`src/rtl/piso_ser_tx_pkg.sv`:
```
// rtl/piso_ser_tx_pkg.sv - shared types and constants for the serial transmitter
package piso_ser_tx_pkg;

    typedef enum logic {
        ST_IDLE  = 1'b0,
        ST_SHIFT = 1'b1
    } state_e;

    localparam int DEFAULT_WIDTH = 8;

    // Counter width; never below one bit so WIDTH=2 still has a usable counter.
    function automatic int cnt_w(input int width);
        return (width > 2) ? $clog2(width) : 1;
    endfunction

endpackage

```
`src/rtl/piso_ser_tx_if.sv`:
```
// rtl/piso_ser_tx_if.sv - word handshake and serial output bundle
interface piso_ser_tx_if
    import piso_ser_tx_pkg::*;
#(
    parameter int WIDTH = DEFAULT_WIDTH
);
    logic [WIDTH-1:0] din;
    logic             din_valid;
    logic             din_ready;
    logic             sout;
    logic             sframe;
    logic             busy;

    modport master (
        output din, din_valid,
        input  din_ready, sout, sframe, busy
    );

    modport slave (
        input  din, din_valid,
        output din_ready, sout, sframe, busy
    );
endinterface

```
`src/rtl/piso_ser_tx_shift_reg.sv`:
```
// rtl/piso_ser_tx_shift_reg.sv - loadable shift register with zero fill
module piso_shift_reg #(
    parameter int WIDTH     = 8,
    parameter int LSB_FIRST = 0
) (
    input  logic             clk,
    input  logic             rst,
    input  logic             load,
    input  logic             shift,
    input  logic [WIDTH-1:0] din,
    output logic             sout
);
    logic [WIDTH-1:0] shreg_q;
    logic [WIDTH-1:0] shreg_d;

    // Zero fill drains the register, so sout returns to 0 once a word completes.
    always_comb begin
        shreg_d = shreg_q;
        if (load) begin
            shreg_d = din;
        end else if (shift) begin
            shreg_d = (LSB_FIRST != 0) ? {1'b0, shreg_q[WIDTH-1:1]}
                                       : {shreg_q[WIDTH-2:0], 1'b0};
        end
    end

    always_ff @(posedge clk or posedge rst) begin
        if (rst) begin
            shreg_q <= '0;
        end else begin
            shreg_q <= shreg_d;
        end
    end

    assign sout = (LSB_FIRST != 0) ? shreg_q[0] : shreg_q[WIDTH-1];

endmodule

```
`src/rtl/piso_ser_tx.sv`:
```
// rtl/piso_ser_tx.sv - parallel-in/serial-out transmitter, one bit per clk
module piso_ser_tx
    import piso_ser_tx_pkg::*;
#(
    parameter int WIDTH     = DEFAULT_WIDTH,
    parameter int LSB_FIRST = 0
) (
    input  logic         clk,
    input  logic         rst,
    piso_ser_tx_if.slave bus
);
    localparam int               CNT_W    = cnt_w(WIDTH);
    localparam logic [CNT_W-1:0] CNT_LAST = CNT_W'(WIDTH - 1);

    state_e           state_q;
    state_e           state_d;
    logic [CNT_W-1:0] cnt_q;
    logic [CNT_W-1:0] cnt_d;
    logic             last_bit;
    logic             accept;
    logic             load;
    logic             shift;
    logic             din_ready;

    always_ff @(posedge clk or posedge rst) begin
        if (rst) begin
            state_q <= ST_IDLE;
            cnt_q   <= '0;
        end else begin
            state_q <= state_d;
            cnt_q   <= cnt_d;
        end
    end

    always_comb begin
        state_d = state_q;
        cnt_d   = cnt_q;
        case (state_q)
            ST_IDLE: begin
                if (accept) begin
                    state_d = ST_SHIFT;
                    cnt_d   = '0;
                end
            end
            ST_SHIFT: begin
                if (accept) begin
                    cnt_d = '0;
                end else if (last_bit) begin
                    state_d = ST_IDLE;
                    cnt_d   = '0;
                end else begin
                    cnt_d = cnt_q + CNT_W'(1);
                end
            end
            default: begin
                state_d = ST_IDLE;
                cnt_d   = '0;
            end
        endcase
    end

    // Ready on the final bit lets a new word follow with no idle gap.
    always_comb begin
        last_bit  = (state_q == ST_SHIFT) && (cnt_q == CNT_LAST);
        din_ready = (state_q == ST_IDLE) || last_bit;
        accept    = bus.din_valid && din_ready;
        load      = accept;
        shift     = (state_q == ST_SHIFT) && !accept;
    end

    piso_shift_reg #(
        .WIDTH     (WIDTH),
        .LSB_FIRST (LSB_FIRST)
    ) u_shift_reg (
        .clk   (clk),
        .rst   (rst),
        .load  (load),
        .shift (shift),
        .din   (bus.din),
        .sout  (bus.sout)
    );

    assign bus.din_ready = din_ready;
    assign bus.sframe    = (state_q == ST_SHIFT);
    assign bus.busy      = (state_q == ST_SHIFT);

endmodule
```
`src/flat_wrapper.sv`:
```
// flat-port wrapper written by rule: the top's interface ports become plain ports
module piso_ser_tx_flat import piso_ser_tx_pkg::*;
#(
    parameter int WIDTH     = DEFAULT_WIDTH,
    parameter int LSB_FIRST = 0
)
  (clk, rst, bus_din, bus_din_valid, bus_din_ready, bus_sout, bus_sframe, bus_busy);
  piso_ser_tx_if #(.WIDTH(WIDTH)) bus_i ();
  input  logic clk;
  input  logic rst;
  input wire logic [$bits(bus_i.din)-1:0] bus_din;
  input wire logic [$bits(bus_i.din_valid)-1:0] bus_din_valid;
  output wire logic [$bits(bus_i.din_ready)-1:0] bus_din_ready;
  output wire logic [$bits(bus_i.sout)-1:0] bus_sout;
  output wire logic [$bits(bus_i.sframe)-1:0] bus_sframe;
  output wire logic [$bits(bus_i.busy)-1:0] bus_busy;
  assign bus_i.din = bus_din;
  assign bus_i.din_valid = bus_din_valid;
  assign bus_din_ready = bus_i.din_ready;
  assign bus_sout = bus_i.sout;
  assign bus_sframe = bus_i.sframe;
  assign bus_busy = bus_i.busy;
  piso_ser_tx #(.WIDTH(WIDTH), .LSB_FIRST(LSB_FIRST)) u_core (.clk(clk), .rst(rst), .bus(bus_i));
endmodule
```
`config.mk`:
```
export PLATFORM = sky130hd
export DESIGN_NAME = piso_ser_tx_flat
export DESIGN_NICKNAME = d
export VERILOG_FILES = /design/src/rtl/piso_ser_tx_pkg.sv /design/src/rtl/piso_ser_tx_if.sv /design/src/rtl/piso_ser_tx_shift_reg.sv /design/src/rtl/piso_ser_tx.sv /design/src/flat_wrapper.sv
export SDC_FILE = /design/constraint.sdc
export NUM_CORES = 1
export LEC_CHECK = 0
export BUFFER_PORTS_ARGS = -buffer_cell sky130_fd_sc_hd__buf_4
export CAP_MARGIN = 20
export CORE_AREA = 8 8 45 47
export CTS_CLUSTER_DIAMETER = 200
export DETAILED_ROUTE_END_ITERATION = 7
export DIE_AREA = 0 0 53 55
export GPL_TIMING_DRIVEN = 0
export PLACE_DENSITY = 0.68
export SYNTH_ARGS = -nofsm -noshare
export SYNTH_HDL_FRONTEND = slang
export SYNTH_SLANG_ARGS = --single-unit
```
`constraint.sdc`:
```
create_clock -name clk -period 2.1 [get_ports clk]
set_input_delay 0.105 -clock clk [delete_from_list [all_inputs] [get_ports clk]]
set_output_delay 0.105 -clock clk [all_outputs]
set_load 0.01 [all_outputs]
```
==> results of run 1 <==
==> final cells by class <==
type / count / area [um^2] / area share, %
Timing Repair Buffer: 15 / 115.1 / 15.54
Sequential cell: 12 / 300.3 / 40.54
Clock buffer: 3 / 22.52 / 3.041
Buffer: 4 / 22.52 / 3.041
Inverter: 2 / 7.507 / 1.014
Multi-Input combinational cell: 38 / 252.7 / 34.12
Tap cell: 16 / 20.02 / 2.703
==> registers in the layout, indices dropped and copies added, names as in the netlist <==
register                    flops
u_core.cnt_q                    3
u_core.bus.busy                 1
u_core.u_shift_reg.shreg_q      8
==> repair_timing <==
item	CTS	global route
resized for setup	0	0
hold buffers	1	0
endpoints found under the hold margin	12	0
==> Yosys cell counts, drive strengths merged <==
cell	instances	area (um^2)
a21boi	1	11.26
nor2b	3	18.77
nand2	11	41.29
dfrtp	12	300.3
buf	4	22.52
nand3	1	5.000
o21ai	4	20.02
nand2b	4	25.02
a32oi	4	35.03
nand3b	1	7.510
a211o	3	26.28
ha	2	25.02
nor2	1	3.750
inv	2	7.510
o221a	3	33.78
==> stage by stage <==
step	area [um^2]	hold WS [ps]
2_1_floorplan	583.1	-30.30
3_3_place_gp	708.2	145.9
3_5_place_dp	708.2	151.2
4_1_cts	740.7	79.40
5_1_grt	740.7	88.60
6_report	740.7	72.90
==> worst max-delay path by stage <==
| stage | startpoint | end | slack [ps] | cells past startpoint |
|---|---|---|---|---|
| final | u_core.cnt_q[0]$_DFFE_PP0P_ | bus_din_ready | 360 | 5 |
| after detailed placement | u_core.cnt_q[0]$_DFFE_PP0P_ | u_core.u_shift_reg.shreg_q[3]$_DFFE_PP0P_ | 490 | 5 |
| after floorplan | u_core.cnt_q[0]$_DFFE_PP0P_ | u_core.u_shift_reg.shreg_q[3]$_DFFE_PP0P_ | 590 | 5 |
| after global routing | u_core.cnt_q[0]$_DFFE_PP0P_ | bus_din_ready | 310 | 5 |
| after global placement | u_core.cnt_q[0]$_DFFE_PP0P_ | u_core.u_shift_reg.shreg_q[3]$_DFFE_PP0P_ | 500 | 5 |
| after CTS | u_core.cnt_q[0]$_DFFE_PP0P_ | bus_din_ready | 350 | 5 |
==> worst register-to-register path: stages, from the launching register on <==
cell                       delay, ps
sky130_fd_sc_hd__dfrtp_1         400
sky130_fd_sc_hd__ha_1            210
sky130_fd_sc_hd__ha_1            210
sky130_fd_sc_hd__nand2b_1        190
sky130_fd_sc_hd__buf_2           200
sky130_fd_sc_hd__o221a_2         290
==> kinds of logic after synthesis <==
logic type | share of synthesized area (%)
AND/OR/NAND/NOR | 17.38
flip-flops | 51.50
buffers and inverters | 5.150
AO/OA/AOI/OAI | 21.67
adder cells (fa/ha/maj) | 4.291
==> routing by layer <==
layer,global-route usage [%],routed length (um)
met5,0,0
met4,5.172,14
met3,3.476,46
met2,13.87,578
met1,10.34,554
==> power groups by stage <==
stage                     Combinational, mW  Sequential [mW]  Clock [mW]
after floorplan                       0.232            0.377           0
after CTS                             0.343            0.382       0.141
after global routing                  0.375            0.391       0.152
after global placement                0.335            0.382           0
after detailed placement              0.340            0.386           0
final                                 0.338            0.381       0.135
==> results.txt, run 1 <==
The worst register-to-register path has a depth of 5. The worst hold endpoint is u_core.u_shift_reg.shreg_q[0]$_DFFE_PP0P_. The run finished with clean final reports. The register clock-pin slew on the reported worst setup and hold paths is 70 ps. The cell family with the largest share of critical-path delay is adder cells. Entering global routing, the biggest net connects 13 pins.

The clock latency reported for the late side of the worst-skew pair came out at 260 ps. The post-synthesis cell count is 56. The clock tree from TritonCTS is yes. The via count of the first global-routing pass came to 432. The worst setup path is captured at an output pin. The routed wire length per instance came out at 13.27 um.

CTS placed an instance of sky130_fd_sc_hd__clkbuf_4 at the clock tree root. Per report_power, the sequential group accounts for 44.6% of the total. The synthesized netlist net count came out at 69. The floorplan has 14 rows. Leaving out fill and tap cells, the most frequent cells in the layout are 15 x sky130_fd_sc_hd__buf_4, 12 x sky130_fd_sc_hd__dfrtp_1, 11 x sky130_fd_sc_hd__nand2_1. The number of fillers in the final layout came out at 132. The kind of launch point of the worst setup path is a flip-flop. The minimum period implied by the final worst setup slack came out at 1741 ps. The hold violation count in the final report came out at 0. The worst register-to-register path begins at u_core.cnt_q[0]$_DFFE_PP0P_. The number of warnings issued by yosys came out at 0. The first-pass GRT wire length is 1.904 mm. The highest ir drop seen on vdd is 0.5523 mV. The post-route clock skew came out at 7.548 ps. The worst-case setup margin in the final layout came out at 358.6 ps. In the final timing run, aggregate negative setup slack is 0 ps. The transition time at the pin with the least slew margin is 450.2 ps. The floorplan step set the die height to 55 um. The clock sink total is 12. From left edge to right edge, the die measures 53 um.

The total of flip-flops plus latches after synthesis came out at 12. The number of antenna cells inserted came out at 0. The share of the core filled with cells is 53.53%. Post-CTS timing repair inserted 0 buffers for setup. The net count of the finished layout is 89. The category of the critical setup timing path is flip-flop to output pin. For the worst setup path, the data required time is 2000 ps. The switching share of power is 34.08%.

The internal power consumption is 0.5630 mW. At the placement stage, the worst setup path has a slack of 494.7 ps. The share of the clock period used by the worst path after layout came out at 82.92%.

The routability congestion estimate from global placement came out at 0.7178. In this design, the critical path's most frequently occurring cell is sky130_fd_sc_hd__ha_1. The area added between synthesis and finish is 27.04%.

Across every metal layer, demand over resource in global routing totals 8.950%. The total number of vias is 466. The core area came out at 1384 um^2.

The share of power burned in the clock network is 15.9%. The achievable clock frequency is 0.5743 GHz. Data on the critical path arrives at its endpoint at 1640 ps. Along the worst hold path, the cell count comes to 3. In the routed design, unresolved DRC markers number 0. During placement, the flow inserted port buffers numbering 14. Counting tap cells, the placed design contains a total of 86 instances. The max-slew violation count came out at 0. The number of buffer and inverter stages on the critical path came out at 2.

Setup repair after global routing left no endpoint under its margin. The maximum fanout along the worst path came out at 10. The master of the slowest instance on the critical path is sky130_fd_sc_hd__dfrtp_1.

Setup violations remaining at the end of the flow were counted as 0. The largest buffer count on any clock path is 2. The launch point of the worst hold path is bus_din[0]. Synthesis instantiated 16 different standard cells from the library. For this block, the routed nets add up to 1.194 mm of wire. The number of maximum-capacitance constraint violations came out at 0.

The mean instance size in the synthesized netlist came out at 10.41 um^2. The initial antenna violation count was 0. After layout, the design draws a total of 0.8541 mW.

The proportion of layout cells with a drive suffix above 1 came out at 33.78%. The initial standard-cell utilization of the core is 42.13%. In this run, CTS created clock tree buffers numbering 3.

The placed wire-length estimate is 888.7 um. The area of the mapped netlist is 583.1 um^2. The number of iterations in the first detailed-routing pass is 4. In this run the number of H-tree levels came out at 1. The power density over the cells came out at 1153 nW/um^2. The number of top-level design ports is 15. For this run the aggregate overflow at the end of global routing stands at 0. The critical path goes through ha_1 > ha_1 > nand2b_1 > buf_2 > buf_4. The max-slew headroom at the worst pin came out at 69.95%. Leaving out fill and tap cells, the most frequent cell in the layout is sky130_fd_sc_hd__buf_4.

Summed over all cells, the static leakage comes to 0.3726 nW. In this run the critical register-to-register path is captured at u_core.u_shift_reg.shreg_q[3]$_DFFE_PP0P_. The classification of the worst-slack hold path is input pin to flip-flop. Once detail routing completed, the nets flagged for antenna violations numbered 0. The proportion of power drawn by combinational gates came out at 39.6%. The post-route non-filler standard cell count is 90. The setup check on the worst reg-to-reg path leaves a slack of 490 ps. The sequential fraction of the synthesis area came out at 51.50%.

The die area came out at 2915 um^2. The switching power total is 0.2910 mW. After the first detailed-routing iteration, the DRC count stood at 8.

On the worst path, the slowest cell contributes a delay of 400 ps. Dividing the detail-routed via count by the number of cells gives 5.178.
Power figures use the tool's default switching activity.
==> inputs of run 2 (changes only) <==
- ABC_AREA: not set -> 1
- CORE_AREA: 8 8 45 47 -> not set
- CORE_MARGIN: not set -> 8
- CORE_UTILIZATION: not set -> 50
- DIE_AREA: 0 0 53 55 -> not set
- PLACE_DENSITY: 0.68 -> 0.74
- clock period: 2.1 -> 1.74 ns (I/O delays scaled with it)
==> results.txt, run 2 <==
The vertical extent of the die came out at 53.20 um (was 55 um). The remaining antenna violation count is 0 (unchanged). The number of flip-flops under the largest register name is 8 (unchanged). The number of cell rows is 13 (was 14). The routed length on met1 is 596 um (was 554 um). The number of fillers in the final layout came out at 117 (was 132). The post-route clock skew came to 6.355 ps (was 7.548 ps). The post-route non-filler standard cell count came out at 111 (was 90). The total power is 1.121 mW (was 0.8541 mW). The type of destination of the critical path is an output pin (unchanged). The number of input and output port buffers inserted came out at 14 (unchanged).

Outcome: finished clean (unchanged). RSZ-0062 raised after global routing: no (unchanged). The sequential fraction of the synthesis area came out at 43.40% (was 51.50%). The endpoint required time on the critical path is 1650 ps (was 2000 ps). The core area is 1301 um^2 (was 1384 um^2). The initial standard-cell utilization of the core came out at 53.17% (was 42.13%). The kind of launch point of the worst setup path is a flip-flop (unchanged). The number of iterations in the first detailed-routing pass came out at 6 (was 4). Commonest cells after routing, fill and taps aside: 23 x sky130_fd_sc_hd__nand2_1, 16 x sky130_fd_sc_hd__buf_4, 13 x sky130_fd_sc_hd__nand3_2 (was 15 x sky130_fd_sc_hd__buf_4, 12 x sky130_fd_sc_hd__dfrtp_1, 11 x sky130_fd_sc_hd__nand2_1). Ranking of synthesized cells by area: sky130_fd_sc_hd__dfrtp_1 43%, sky130_fd_sc_hd__nand3_2 19%, sky130_fd_sc_hd__nand2_1 12% (was sky130_fd_sc_hd__dfrtp_1 52%, sky130_fd_sc_hd__nand2_1 7.1%, sky130_fd_sc_hd__a32oi_1 6.0%). The placed instance area was 815.8 um^2 (was 708.2 um^2). The master of the slowest instance on the critical path is sky130_fd_sc_hd__dfrtp_1 (unchanged). The classification of the worst-slack hold path is input pin to flip-flop (unchanged). The share of power burned in the clock network came out at 14.5% (was 15.9%). The combined global-route utilization of all metal layers is 10.84% (was 8.950%). The worst endpoint data arrival time came out at 1580 ps (was 1640 ps). The topmost layer with routed signal wires is met3 (was met4).

The depth of the CTS H-tree is 1 (unchanged). The number of instances resized during post-cts repair came to 0 (unchanged). The total of flip-flops plus latches after synthesis is 12 (unchanged). The switching share of power came out at 37.69% (was 34.08%). The internal power consumption came out at 0.6988 mW (was 0.5630 mW). The clock tree from TritonCTS is yes (unchanged). The fraction of post-synthesis cell area in the top cell type by area came to 43.40% (was 51.50%). The register with the most flip-flops is u_core.u_shift_reg.shreg_q (unchanged). The clock period could shrink to 1668 ps.

The cell with the most instances on the worst path was sky130_fd_sc_hd__ha_1 (unchanged). Critical-path cell list: ha_1 > ha_1 > inv_1 > nand2_2 > buf_6 > buf_4 (was ha_1 > ha_1 > nand2b_1 > buf_2 > buf_4). The number of vias per cell after detailed routing came out at 4.946 (was 5.178). The die area came out at 2830 um^2 (was 2915 um^2). The max-slew headroom at the worst pin is 70.20% (was 69.95%).

The number of warnings issued by yosys is 0 (unchanged). The maximum fanout along the worst path is 10 (unchanged). The source of the critical timing path is u_core.cnt_q[0]$_DFFE_PP0P_ (unchanged). The area of the mapped netlist is 691.9 um^2 (was 583.1 um^2).

The horizontal extent of the die is 53.20 um (was 53 um). The startpoint of the most critical register-to-register path is u_core.cnt_q[0]$_DFFE_PP0P_ (unchanged). The sequential group share of total power is 41.3% (was 44.6%). The cell chosen for the clock root is sky130_fd_sc_hd__clkbuf_4 (unchanged). The proportion of layout cells with a drive suffix above 1 came out at 39.58% (was 33.78%). The reg2reg setup slack came to 320 ps (was 490 ps). The number of enable flip-flop cells after synthesis is 0 (unchanged). Most frequent cells after synthesis: 23 x sky130_fd_sc_hd__nand2_1, 13 x sky130_fd_sc_hd__nand3_2, 12 x sky130_fd_sc_hd__dfrtp_1 (was 12 x sky130_fd_sc_hd__dfrtp_1, 11 x sky130_fd_sc_hd__nand2_1, 4 x sky130_fd_sc_hd__a32oi_1, 4 x sky130_fd_sc_hd__nand2b_1, 4 x sky130_fd_sc_hd__o21ai_0). The final layout net count came out at 111 (was 89). The clock sink total is 12 (unchanged).

The max-slew violation count came out at 0 (unchanged). The worst hold margin came out at 49.52 ps (was 72.90 ps). The transition time at the pin with the least slew margin is 446.5 ps (was 450.2 ps).

The via count of the first global-routing pass came out at 563 (was 432). The number of design rule violations left after detail routing came to 0 (unchanged). The placed wire-length estimate is 1.060 mm (was 888.7 um). The routability congestion estimate from global placement came to 0.7205 (was 0.7178). The highest ir drop seen on vdd came to 0.8479 mV (was 0.5523 mV). The commonest non-fill, non-tap cell in the layout is sky130_fd_sc_hd__nand2_1 (was sky130_fd_sc_hd__buf_4). The area taken by flip-flops and latches is 300.3 um^2 (unchanged). The number of maximum-capacitance constraint violations came out at 0 (unchanged). The worst hold endpoint is u_core.u_shift_reg.shreg_q[0]$_DFFE_PP0P_ (unchanged). The number of buffers created by CTS is 3 (unchanged). The number of distinct library cells after synthesis is 12 (was 16).

The pin count of the biggest net entering global routing came out at 13 (unchanged). The routed wire length per instance is 12.28 um (was 13.27 um). The area added between synthesis and finish is 22.60% (was 27.04%). The post-synthesis cell count came out at 78 (was 56). The launch point of the worst hold path is bus_din[0] (unchanged). The wire length after detailed routing was 1.363 mm (was 1.194 mm).

The proportion of power drawn by combinational gates came out at 44.2% (was 39.6%). The routed length on met2 came to 692 um (was 578 um). The register clock-pin slew on the reported worst setup and hold paths is 70 ps (about the same). The hold violation count in the final report came out at 0 (unchanged). The initial detailed-routing violation count came out at 9 (was 8). The total number of vias is 549 (was 466). The cell area after layout was 848.3 um^2 (was 740.7 um^2). The final-layout setup total negative slack came out at 0 ps (unchanged). The number of placed instances with taps included was 107 (was 86). The switching power total is 0.4227 mW (was 0.2910 mW). The proportion of register bits with asynchronous set or reset after synthesis came out at 100.0% (unchanged). The share of the clock period used by the worst path after layout came out at 95.87%. The number of antenna cells inserted is 0 (unchanged).

The reg-to-reg endpoint is u_core.u_shift_reg.shreg_q[1]$_DFFE_PP0P_ (was u_core.u_shift_reg.shreg_q[3]$_DFFE_PP0P_). The clock latency reported for the late side of the worst-skew pair was 260 ps (about the same). The first-pass GRT wire length came to 2.311 mm (was 1.904 mm).

The length in cells of the worst reg-to-reg path is 7 (was 5). The synthesized netlist net count is 91 (was 69). The category of the critical setup timing path is flip-flop to output pin (unchanged).

The area of the multi-input gates is 316.6 um^2 (was 252.7 um^2). The initial antenna violation count came to 0 (unchanged). The achievable clock frequency is 0.5995 GHz. The dominant synthesized flop cell was sky130_fd_sc_hd__dfrtp_1 (unchanged). The final setup violation count came out at 0 (unchanged). The cell type contributing the most total cell area after synthesis is sky130_fd_sc_hd__dfrtp_1 (unchanged).

The largest buffer count on any clock path is 2 (unchanged). The power density over the cells is 1322 nW/um^2 (was 1153 nW/um^2). The stage delay of the slowest cell on the critical path is 410 ps (was 400 ps). The reported leakage power was 0.4539 nW (was 0.3726 nW). The most used standard cell by instance count after synthesis is sky130_fd_sc_hd__nand2_1 (was sky130_fd_sc_hd__dfrtp_1). The number of top-level design ports is 15 (unchanged). The total overflow reported by the global router came out at 0 (unchanged). The mean instance size in the synthesized netlist came to 8.871 um^2 (was 10.41 um^2). The cell count of the worst hold path came out at 3 (unchanged). The wire length on met3 is 74 um (was 46 um).
[run 2: logic make-up (layout without fill, tap and decap cells)]
logic type / count (synthesis) / after routing / share of synthesized area (%)
flip-flops: 12 / 12 / 43.40
AO/OA/AOI/OAI: 1 / 1 / 1.266
buffers and inverters: 14 / 32 / 10.85
AND/OR/NAND/NOR: 49 / 49 / 40.87
adder cells (fa/ha/maj): 2 / 2 / 3.616
[run 2: worst max-delay path by stage]
stage	end	slack, ps	cells after the start
after floorplan	u_core.u_shift_reg.shreg_q[1]$_DFFE_PP0P_	430	7
after global placement	u_core.u_shift_reg.shreg_q[1]$_DFFE_PP0P_	370	7
after detailed placement	u_core.u_shift_reg.shreg_q[1]$_DFFE_PP0P_	330	7
after CTS	bus_din_ready	70	6
after global routing	bus_din_ready	6	6
final	bus_din_ready	70	6
[run 2: per-stage QoR]
stage,worst slack [ps],utilization (%)
2_1_floorplan,434.9,-
3_3_place_gp,369.3,62.69
3_5_place_dp,329.5,62.69
4_1_cts,65.81,65.19
5_1_grt,6.442,65.19
6_report,71.81,65.19
[run 2: cell type report]
class                   instances  area share [%]
multi-input cells              52           37.32
flip-flops and latches         12           35.40
repair buffers                 15           13.57
plain buffers                   4           4.425
inverters                      10           4.425
clock buffers                   3           2.655
well taps                      15           2.212
[run 2: timing repair]
item                      4_1_cts  5_1_grt
hold buffers                    1        0
setup buffers                   0        0
hold endpoints to repair       12        0
[run 2: worst max-delay path: cells and delay by family (launching register included)]
family        cells  cell delay [ps]
buf+inv           3              420
flops             1              410
fa+ha+maj         2              400
simple gates      1               90
[run 2: power by group through the flow]
stage | Clock [mW] | Combinational [mW] | Sequential (mW)
final | 0.163 | 0.495 | 0.463
after detailed placement | 0 | 0.502 | 0.470
after global routing | 0.185 | 0.566 | 0.478
after floorplan | 0 | 0.352 | 0.461
after CTS | 0.168 | 0.504 | 0.464
after global placement | 0 | 0.480 | 0.465
[run 2: metal layers]
layer / global-route usage, % / vias to the layer above
met3: 5.602 / 0
li1: - / 278
met1: 12.66 / 257
met4: 1.681 / 0
met2: 17.58 / 14
met5: 0 / -
==> inputs of run 3 (changes only) <==
- HOLD_SLACK_MARGIN: not set -> 0.12
- TNS_END_PERCENT: not set -> 20
==> results.txt, run 3 (same netlist as run 2, synthesis figures left out) <==
Outcome: finished clean (unchanged). The total number of vias came to 587 (was 549). The achievable clock frequency is 0.5964 GHz (was 0.5995 GHz).

The cell chosen for the clock root is sky130_fd_sc_hd__clkbuf_4 (unchanged). The area of the multi-input gates is 316.6 um^2 (unchanged). The share of power burned in the clock network is 14.4% (was 14.5%). The number of iterations in the first detailed-routing pass is 4 (was 6).

The transition time at the pin with the least slew margin is 465.2 ps (was 446.5 ps). The number of cell rows is 13 (unchanged). The horizontal extent of the die is 53.20 um (unchanged). The classification of the worst-slack hold path was input pin to asynchronous set/reset pin (was input pin to flip-flop). The routed wire length per instance is 12.46 um (was 12.28 um). The number of placed instances with taps included came out at 107 (unchanged). The worst-case setup margin in the final layout is 63.28 ps (was 71.81 ps). The reported leakage power came out at 0.4915 nW (was 0.4539 nW). The post-CTS setup buffer count is 0 (unchanged). The number of top-level design ports came to 15 (unchanged). The post-route non-filler standard cell count came out at 120 (was 111). The initial antenna violation count came out at 0 (unchanged). The switching share of power came to 37.81% (was 37.69%). The die area is 2830 um^2 (unchanged).

The switching power total came out at 0.4330 mW (was 0.4227 mW). The minimum period implied by the final worst setup slack is 1677 ps (was 1668 ps). The power density over the cells is 1220 nW/um^2 (was 1322 nW/um^2). The clock tree from TritonCTS was yes (unchanged). The number of maximum-capacitance constraint violations is 0 (unchanged). The largest buffer count on any clock path is 2 (unchanged). The via count of the first global-routing pass came to 619 (was 563). The number of antenna cells inserted is 0 (unchanged).

The proportion of power drawn by combinational gates is 45.0% (was 44.2%). The hold violation count in the final report came out at 0 (unchanged). The maximum fanout along the worst path came out at 10 (unchanged). The number of buffer and inverter stages on the critical path is 3 (unchanged). The combined global-route utilization of all metal layers was 11.80% (was 10.84%). The pin count of the biggest net entering global routing came to 13 (unchanged). The internal power consumption came to 0.7121 mW (was 0.6988 mW). Commonest cells after routing, fill and taps aside: 23 x sky130_fd_sc_hd__nand2_1, 16 x sky130_fd_sc_hd__buf_4, 13 x sky130_fd_sc_hd__nand3_2 (unchanged). The area taken by flip-flops and latches is 300.3 um^2 (unchanged).

The routed length on met2 is 768 um (was 692 um). The first-pass GRT wire length came out at 2.518 mm (was 2.311 mm). The sequential group share of total power is 40.6% (was 41.3%).

The remaining antenna violation count is 0 (unchanged). The reg-to-reg endpoint is u_core.u_shift_reg.shreg_q[1]$_DFFE_PP0P_ (unchanged). The topmost layer with routed signal wires is met4 (was met3). The final-layout setup total negative slack is 0 ps (unchanged).

The register with the most flip-flops is u_core.u_shift_reg.shreg_q (unchanged). The wire length after detailed routing is 1.495 mm (was 1.363 mm). The initial standard-cell utilization of the core is 53.17% (unchanged). The number of vias per cell after detailed routing came out at 4.892 (was 4.946). The core area is 1301 um^2 (unchanged). The vertical extent of the die is 53.20 um (unchanged).

The worst hold margin is 389.6 ps (was 49.52 ps). The kind of launch point of the worst setup path is a flip-flop (unchanged). The proportion of layout cells with a drive suffix above 1 came out at 36.19% (was 39.58%).

The number of buffers created by CTS came out at 3 (unchanged). The total overflow reported by the global router came out at 0 (unchanged). The commonest non-fill, non-tap cell in the layout is sky130_fd_sc_hd__nand2_1 (unchanged). The number of fillers in the final layout came out at 106 (was 117). The number of flip-flops under the largest register name is 8 (unchanged). The clock latency reported for the late side of the worst-skew pair is 270 ps (was 260 ps).

The reg2reg setup slack came to 310 ps (was 320 ps). The depth of the CTS H-tree came out at 1 (unchanged). The post-placement setup slack is 329.5 ps (unchanged).

The master of the slowest instance on the critical path was sky130_fd_sc_hd__dfrtp_1 (unchanged). RSZ-0062 raised after global routing: no (unchanged). The stage delay of the slowest cell on the critical path came out at 410 ps (about the same). The cell family with the largest share of critical-path delay is buffers and inverters (unchanged). The number of input and output port buffers inserted is 14 (unchanged). The placed wire-length estimate came out at 1.060 mm (unchanged).

The routed length on met1 came out at 618 um (was 596 um). The worst endpoint data arrival time came out at 1590 ps (was 1580 ps). The final layout net count is 120 (was 111).

Critical-path cell list: ha_1 > ha_1 > inv_1 > nand2_2 > buf_6 > buf_4 (unchanged). The post-route clock skew is 5.585 ps (was 6.355 ps). The length in cells of the worst reg-to-reg path came out at 7 (unchanged). The number of design rule violations left after detail routing came out at 0 (unchanged). The max-slew violation count is 0 (unchanged). The category of the critical setup timing path is flip-flop to output pin (unchanged). The type of destination of the critical path was an output pin (unchanged).

The startpoint of the most critical register-to-register path is u_core.cnt_q[0]$_DFFE_PP0P_ (unchanged). The register clock-pin slew on the reported worst setup and hold paths came out at 70 ps (about the same). The highest ir drop seen on vdd is 0.8547 mV (was 0.8479 mV). The final setup violation count is 0 (unchanged). The endpoint required time on the critical path is 1650 ps (about the same). The routability congestion estimate from global placement came out at 0.7205 (unchanged).

The clock sink total is 12 (unchanged). The share of the core filled with cells is 72.12% (was 65.19%). The initial detailed-routing violation count is 8 (was 9). The cell with the most instances on the worst path is sky130_fd_sc_hd__ha_1 (unchanged). The share of the clock period used by the worst path after layout is 96.36% (was 95.87%).

The area added between synthesis and finish is 35.62% (was 22.60%). The max-slew headroom at the worst pin came out at 68.95% (was 70.20%). The wire length on met3 is 97 um (was 74 um).
run 3: changes by cell type in the layout (fill, tap and decap cells not counted), sizes merged:
| cell | previous run | this run |
|---|---|---|
| dlygate4sd3 | 1 | 10 |
run 3: timing repair:
action,in CTS,in global routing
hold buffers,10,0
gates resized for setup,0,0
endpoints found under the hold margin,21,0
run 3: final cells by class:
type                       count  area share (%)
sequential                    12           32.00
tap                           15           2.000
timing repair buffer          24           21.87
clock buffer                   3           2.400
buffer                         4           4.000
multi-input combinational     52           33.73
inverter                      10           4.000
run 3: per-stage QoR:
stage          instance area (um^2)  total power, mW
5_1_grt                       938.4            1.249
6_report                      938.4            1.145
3_5_place_dp                  815.8           0.9716
4_1_cts                       938.4            1.152
3_3_place_gp                  815.8           0.9451
2_1_floorplan                 691.9           0.8132
run 3: worst max path at each step:
| stage | startpoint | to | slack [ps] | cells past startpoint |
|---|---|---|---|---|
| CTS | u_core.cnt_q[0]$_DFFE_PP0P_ | bus_din_ready | 70 | 6 |
| detailed placement | u_core.cnt_q[0]$_DFFE_PP0P_ | u_core.u_shift_reg.shreg_q[1]$_DFFE_PP0P_ | 330 | 7 |
| global placement | u_core.cnt_q[0]$_DFFE_PP0P_ | u_core.u_shift_reg.shreg_q[1]$_DFFE_PP0P_ | 370 | 7 |
| floorplan | u_core.cnt_q[0]$_DFFE_PP0P_ | u_core.u_shift_reg.shreg_q[1]$_DFFE_PP0P_ | 430 | 7 |
| global route | u_core.cnt_q[0]$_DFFE_PP0P_ | bus_din_ready | 6 | 6 |
| finish | u_core.cnt_q[0]$_DFFE_PP0P_ | bus_din_ready | 60 | 6 |
run 3: tightest hold or removal path: stages:
cell and delay (ps):
sky130_fd_sc_hd__dlygate4sd3_1 540, sky130_fd_sc_hd__buf_4 130, sky130_fd_sc_hd__inv_1 340
run 3: power by group through the flow:
stage / registers, mW / clock network (mW) / logic [mW]
2_1_floorplan: 0.461 / 0 / 0.352
3_3_place_gp: 0.465 / 0 / 0.480
3_5_place_dp: 0.470 / 0 / 0.502
4_1_cts: 0.464 / 0.168 / 0.520
5_1_grt: 0.479 / 0.185 / 0.586
6_report: 0.464 / 0.165 / 0.515
run 3: routing by layer:
metal / vias to the layer above / track usage (%)
li1: 295 / -
met1: 276 / 13.31
met2: 14 / 19.92
met3: 2 / 5.602
met4: 0 / 2.101
met5: - / 0
